<file path="src/rtl/peak_lsu.sv">
// Single-outstanding load/store unit between the execute-stage ALU and a valid/ready data bus.
// Optional misaligned-access trap: define PEAK_LSU_MISALIGN_TRAP_EN.
module peak_lsu #(
    parameter int TIMEOUT_CYCLES = 0
) (
    input  logic        CLK,
    input  logic        RST,
    input  logic        ISSUE_VALID,
    output logic        ISSUE_READY,
    input  logic        INST_LB,
    input  logic        INST_LH,
    input  logic        INST_LW,
    input  logic        INST_LBU,
    input  logic        INST_LHU,
    input  logic        INST_SB,
    input  logic        INST_SH,
    input  logic        INST_SW,
    input  logic [31:0] ADDR,
    input  logic [31:0] WDATA_IN,
    output logic        D_MEM_VALID,
    input  logic        D_MEM_READY,
    output logic [31:0] D_MEM_ADDR,
    output logic [3:0]  D_MEM_WSTRB,
    output logic [31:0] D_MEM_WDATA,
    input  logic [31:0] D_MEM_RDATA,
    output logic        DONE,
    output logic        LOAD_VALID,
    output logic [31:0] LOAD_DATA,
    output logic        BUS_ERR,
    output logic        MISALIGN
);

    typedef enum logic [1:0] {
        ST_IDLE = 2'd0,
        ST_REQ  = 2'd1,
        ST_RESP = 2'd2
    } state_t;

    typedef enum logic [2:0] {
        OP_LB  = 3'd0,
        OP_LH  = 3'd1,
        OP_LW  = 3'd2,
        OP_LBU = 3'd3,
        OP_LHU = 3'd4,
        OP_SB  = 3'd5,
        OP_SH  = 3'd6,
        OP_SW  = 3'd7
    } op_t;

    localparam bit          TO_EN   = (TIMEOUT_CYCLES > 0);
    localparam logic [31:0] TO_LAST = TO_EN ? 32'(TIMEOUT_CYCLES - 1) : 32'd0;

    state_t      state_r;
    op_t         op_r;
    logic [1:0]  lane_r;
    logic [31:0] to_cnt_r;
    op_t         sel_op_s;
    logic        sel_valid_s;
    logic        misalign_s;

    function automatic logic is_load(input op_t op);
        case (op)
            OP_LB, OP_LH, OP_LW, OP_LBU, OP_LHU: return 1'b1;
            default:                             return 1'b0;
        endcase
    endfunction

    function automatic logic [3:0] store_strb(input op_t op, input logic [1:0] lane);
        case (op)
            OP_SB:   return 4'b0001 << lane;
            OP_SH:   return 4'b0011 << {lane[1], 1'b0};
            OP_SW:   return 4'b1111;
            default: return 4'b0000;
        endcase
    endfunction

    function automatic logic [31:0] store_wdata(input op_t op, input logic [31:0] wd);
        case (op)
            OP_SB:   return {4{wd[7:0]}};
            OP_SH:   return {2{wd[15:0]}};
            OP_SW:   return wd;
            default: return 32'h0000_0000;
        endcase
    endfunction

    // Lane select ignores ADDR[0] for halfwords, so an unchecked offset-3 halfword reads lanes 3..2.
    function automatic logic [31:0] load_extract(input op_t op, input logic [1:0] lane,
                                                 input logic [31:0] rdata);
        logic [7:0]  byte_v;
        logic [15:0] half_v;
        byte_v = rdata[{lane, 3'b000} +: 8];
        half_v = rdata[{lane[1], 4'b0000} +: 16];
        case (op)
            OP_LB:   return {{24{byte_v[7]}}, byte_v};
            OP_LBU:  return {24'h00_0000, byte_v};
            OP_LH:   return {{16{half_v[15]}}, half_v};
            OP_LHU:  return {16'h0000, half_v};
            OP_LW:   return rdata;
            default: return 32'h0000_0000;
        endcase
    endfunction

    // Priority decode of the (nominally one-hot) instruction strobes.
    always_comb begin
        sel_op_s    = OP_LW;
        sel_valid_s = 1'b1;
        if (INST_LW) begin
            sel_op_s = OP_LW;
        end else if (INST_LH) begin
            sel_op_s = OP_LH;
        end else if (INST_LHU) begin
            sel_op_s = OP_LHU;
        end else if (INST_LB) begin
            sel_op_s = OP_LB;
        end else if (INST_LBU) begin
            sel_op_s = OP_LBU;
        end else if (INST_SW) begin
            sel_op_s = OP_SW;
        end else if (INST_SH) begin
            sel_op_s = OP_SH;
        end else if (INST_SB) begin
            sel_op_s = OP_SB;
        end else begin
            sel_valid_s = 1'b0;
        end
    end

`ifdef PEAK_LSU_MISALIGN_TRAP_EN
    // Alignment check on the access being offered.
    always_comb begin
        case (sel_op_s)
            OP_LH, OP_LHU, OP_SH: misalign_s = ADDR[0];
            OP_LW, OP_SW:         misalign_s = (ADDR[1:0] != 2'b00);
            default:              misalign_s = 1'b0;
        endcase
    end
`else
    assign misalign_s = 1'b0;
`endif

    // Control FSM; every output is a register updated here.
    always_ff @(posedge CLK) begin
        if (RST) begin
            state_r     <= ST_IDLE;
            op_r        <= OP_LB;
            lane_r      <= 2'b00;
            to_cnt_r    <= 32'd0;
            ISSUE_READY <= 1'b1;
            D_MEM_VALID <= 1'b0;
            D_MEM_ADDR  <= 32'h0000_0000;
            D_MEM_WSTRB <= 4'b0000;
            D_MEM_WDATA <= 32'h0000_0000;
            DONE        <= 1'b0;
            LOAD_VALID  <= 1'b0;
            LOAD_DATA   <= 32'h0000_0000;
            BUS_ERR     <= 1'b0;
            MISALIGN    <= 1'b0;
        end else begin
            case (state_r)
                ST_IDLE: begin
                    DONE <= 1'b0;
                    if (ISSUE_VALID && sel_valid_s) begin
                        op_r        <= sel_op_s;
                        lane_r      <= ADDR[1:0];
                        to_cnt_r    <= 32'd0;
                        ISSUE_READY <= 1'b0;
                        if (misalign_s) begin
                            state_r    <= ST_RESP;
                            DONE       <= 1'b1;
                            MISALIGN   <= 1'b1;
                            LOAD_VALID <= 1'b0;
                            BUS_ERR    <= 1'b0;
                        end else begin
                            state_r     <= ST_REQ;
                            D_MEM_VALID <= 1'b1;
                            D_MEM_ADDR  <= {ADDR[31:2], 2'b00};
                            D_MEM_WSTRB <= store_strb(sel_op_s, ADDR[1:0]);
                            D_MEM_WDATA <= store_wdata(sel_op_s, WDATA_IN);
                        end
                    end else begin
                        ISSUE_READY <= 1'b1;
                    end
                end
                ST_REQ: begin
                    // READY in the expiry cycle still completes normally.
                    if (D_MEM_READY) begin
                        state_r     <= ST_RESP;
                        D_MEM_VALID <= 1'b0;
                        DONE        <= 1'b1;
                        if (is_load(op_r)) begin
                            LOAD_VALID <= 1'b1;
                            LOAD_DATA  <= load_extract(op_r, lane_r, D_MEM_RDATA);
                        end else begin
                            LOAD_VALID <= 1'b0;
                        end
                    end else if (TO_EN && (to_cnt_r == TO_LAST)) begin
                        state_r     <= ST_RESP;
                        D_MEM_VALID <= 1'b0;
                        DONE        <= 1'b1;
                        BUS_ERR     <= 1'b1;
                        LOAD_VALID  <= 1'b0;
                    end else begin
                        to_cnt_r <= to_cnt_r + 32'd1;
                    end
                end
                ST_RESP: begin
                    state_r     <= ST_IDLE;
                    ISSUE_READY <= 1'b1;
                    to_cnt_r    <= 32'd0;
                    DONE        <= 1'b0;
                    LOAD_VALID  <= 1'b0;
                    BUS_ERR     <= 1'b0;
                    MISALIGN    <= 1'b0;
                end
                default: begin
                    state_r     <= ST_IDLE;
                    ISSUE_READY <= 1'b1;
                    D_MEM_VALID <= 1'b0;
                    DONE        <= 1'b0;
                    LOAD_VALID  <= 1'b0;
                    BUS_ERR     <= 1'b0;
                    MISALIGN    <= 1'b0;
                end
            endcase
        end
    end

endmodule

</file>
<file path="config.mk">
export PLATFORM = sky130hd
export DESIGN_NAME = peak_lsu
export DESIGN_NICKNAME = d
export VERILOG_FILES = /design/src/rtl/peak_lsu.sv
export SDC_FILE = /design/constraint.sdc
export NUM_CORES = 1
export LEC_CHECK = 0
export ABC_AREA = 1
export BUFFER_PORTS_ARGS = -buffer_cell sky130_fd_sc_hd__buf_2
export CORE_MARGIN = 10
export CORE_UTILIZATION = 43
export DETAILED_ROUTE_END_ITERATION = 8
export GPL_TIMING_DRIVEN = 0
export PLACE_DENSITY_LB_ADDON = 0.12
export SYNTH_ARGS = -nofsm -noshare
export SYNTH_HDL_FRONTEND = slang
export SYNTH_SLANG_ARGS = --single-unit
</file>
<file path="constraint.sdc">
create_clock -name CLK -period 1.55 [get_ports CLK]
set_clock_uncertainty 0.05 [all_clocks]
set_input_delay 0.2325 -clock CLK [delete_from_list [all_inputs] [get_ports CLK]]
set_output_delay 0.2325 -clock CLK [all_outputs]
set_load 0.1 [all_outputs]
</file>
==> key figures <==
Routing
  – Drt wl/cell: 17.2 um
  – Post-Route WL: 18500 um
  – Vias per cell: 5.37
  – DRC viols: 0
  – DR vias: 5810
  – Post-route ant nets: 0
  – Initial DRC count: 512
  – Detailed Routing Iterations Pass 1: 5

Timing
  – F_max: 642 MHz
  – Final Hold Vio Count: 0
  – Final setup viols: 5
  – Min Tclk post-route: 1.56 ns
  – Rel. slew slack: 0.604
  – Slack of the critical path: -0.00795 ns
  – Final cycle utilization of the critical path: 1.01
  – Slew Limit Fails: 0
  – Hold_ws: 0.0455 ns
  – RSZ-0062 raised after global routing: yes
  – Worst Max-Slew Pin Slew: 0.594 ns

Logic synthesis
  – Post-synthesis sequential area ratio: 0.438
  – XOR/XNOR Fraction of Synth Area: 0
  – Largest family of logic cells by synthesized area: simple AND/OR/NAND/NOR gates
  – Mapped Cells: 692
  – Multiplexer share of the synthesized area: 0.00803
  – Synth Area in Compound Gates: 0.199
  – Post-synthesis adder-cell area fraction: 0
  – Mapped cell area: 4990 um^2
  – Ys Warns: 0
  – Synth cell types: 32
  – Mean Syn Cell Area: 7.21 um^2
  – Simple-gate portion of the synthesized area: 0.285
  – FF+latch count, synth: 109

Setup path
  – Worst setup EP type: flop
  – Startpoint Class: flop
  – Slowest stage cell, crit path: dfxtp_4
  – Delay-heaviest family, CP: simple AND/OR/NAND/NOR gates
  – CP required: 1.75 ns
  – Max FO, Critical Path: 6
  – Cells along the critical path: nor2_4 -> nor2_4 -> nor3_4 -> buf_6 -> inv_8 -> nor3_4 -> buf_6 -> a21oi_2
  – Worst EP arrival: 1.76 ns
  – Worst path bufs/invs: 3
  – CP peak stage delay: 0.36 ns
  – Setup CP Type: reg -> reg

Placement
  – DP Worst Slack: -0.365 ns
  – Placed insts: 1047
  – Post-DP HPWL: 14000 um
  – Placed Instance Area: 6230 um^2
  – I/O Buffers: 209
  – Routability cong.: 0.893

Clocking
  – Post-CTS Hold Buffers: 0
  – CTS tree: done
  – Clock latency on the worst-skew pair: 0.36 ns
  – Number of buffers created by CTS: 9
  – CTS Sinks: 109
  – H-tree levels: 3
  – Clock transition at path regs: 0.08 ns
  – Root Driver: clkbuf_16
  – Clock Path Buffers: 2

Outcome
  – Failing checks: negative setup slack
  – Status: finished, violations left

Global route
  – Antenna violations before repair: 0
  – Global-route wire length before repair: 28400 um
  – Tot GR Track Use: 0.213
  – Vias in the first global route: 5786
  – Largest net degree at the start of global routing: 19
  – Global route overflow: 0

Flow run
  – MaxCap Viol Count: 0

Finish
  – Share of layout cells above drive strength 1: 0.371
  – Final Cell Area: 6910 um^2
  – Final cell count without fillers: 1081
  – P&R area growth vs syn: 38.5%
  – Fillers: 1087
  – Layout Nets: 1042
  – N_diodes: 0

Floorplan
  – Initial Utilization: 0.439
  – Die area: 16300 um^2
  – IO Pins: 214
  – Die Wd: 128 um
  – Area of the core: 11400 um^2
  – Die extent in y: 128 um
  – Row count: 39

Power
  – Static Leak: 3.27 nW
  – Total power: 8.03 mW
  – Maximum VDD drop: 0.905 mV
  – Cell Pwr Density: 1160 nW/um^2

Worst hold path
  – Worst hold path type: in -> reg
==> repair_timing <==
action	CTS	global route
endpoints found under the setup margin	75	103
gates cloned	2	0
buffers inserted	11	6
resized for setup	36	53
pin swaps	6	14
==> synthesized netlist by cell type (all sizes together) <==
library cell | number | area (um^2)
buf | 26 | 161
nor2 | 93 | 374
a211oi | 4 | 30.0
a31oi | 8 | 50.1
o21ai | 74 | 374
o211ai | 6 | 45.0
clkbuf | 22 | 82.6
nand2 | 151 | 572
nor3 | 4 | 42.5
conb | 1 | 3.75
nand3 | 56 | 280
a22oi | 2 | 15.0
o22ai | 4 | 25.0
nand3b | 2 | 15.0
mux2i | 4 | 40.0
dfxtp | 109 | 2180
o221ai | 2 | 17.5
nand4 | 16 | 100
a21oi | 74 | 434
inv | 28 | 105
or2 | 6 | 37.5
==> power by group <==
part	leakage [nW]	total [mW]	switching [mW]	internal, mW
registers	0.893	3.04	0.0822	2.96
clock network	0.158	2.55	1.12	1.43
logic	2.22	2.44	1.89	0.552
total	3.27	8.03	3.09	4.94
==> path summary, 6_finish.rpt <==
kind                                      from             end  slack (ns)  cells after the start
worst min-delay path                  ADDR[20]  D_MEM_ADDR[20]        0.05                      3
worst max register to register         op_r[0]   LOAD_DATA[17]      -0.008                      8
worst max-delay path                   op_r[0]   LOAD_DATA[17]      -0.008                      8
worst min register to register  D_MEM_WSTRB[1]  D_MEM_WSTRB[1]        0.41                      2
==> state kept, by name (all words and copies together), names as in the netlist, 2 cells and up <==
signal,cells
op_r,3
lane_r,2
LOAD_DATA,32
state_r,2
D_MEM_WSTRB,4
D_MEM_ADDR,30
D_MEM_WDATA,32
==> cell families (layout without fill, tap and decap cells) <==
| kind of cell | Yosys count | count (layout) |
|---|---|---|
| AND/OR/NAND/NOR | 328 | 328 |
| flip-flops | 109 | 109 |
| AO/OA/AOI/OAI | 174 | 175 |
| multiplexers | 4 | 4 |
| buffers and inverters | 76 | 318 |
| other | 1 | 4 |
==> cell type report <==
cell class,instances,area [um^2],area share
buffer,48,297,0.0429
clock buffer,9,225,0.0326
clock inverter,6,93.8,0.0136
inverter,28,115,0.0167
multi-input combinational,511,2610,0.377
sequential,109,2190,0.317
tap,143,179,0.0259
timing repair buffer,227,1200,0.174
==> worst min-delay path, stage by stage <==
cell,delay (ns)
buf_2,0.07
nor2_1,0.03
nor2_1,0.08
==> metrics by stage <==
step / TNS (ns) / utilization
2_1_floorplan: 0 / -
3_3_place_gp: -20.62 / 0.548
3_5_place_dp: -23.26 / 0.548
4_1_cts: -0.509 / 0.593
5_1_grt: -2.45 / 0.607
6_report: -0.0202 / 0.607
==> layout by cell type, fill, tap and decap left out, drive strengths merged, types with 8 or more instances in the layout <==
master  synthesis  layout
a21oi          74      75
a31oi           8       8
o21ai          74      74
nand2         151     151
clkbuf         22      33
nand4          16      16
nand3          56      56
buf            26     251
dfxtp         109     109
nor2           93      93
inv            28      31
==> routing by layer <==
layer,track usage,up-vias,part of all wire
li1,-,2808,-
met5,0,-,0
met2,0.355,294,0.48
met3,0.0695,36,0.10
met4,0.0894,0,0.025
met1,0.245,2672,0.39
No activity file was read; power rests on OpenSTA's default activity.
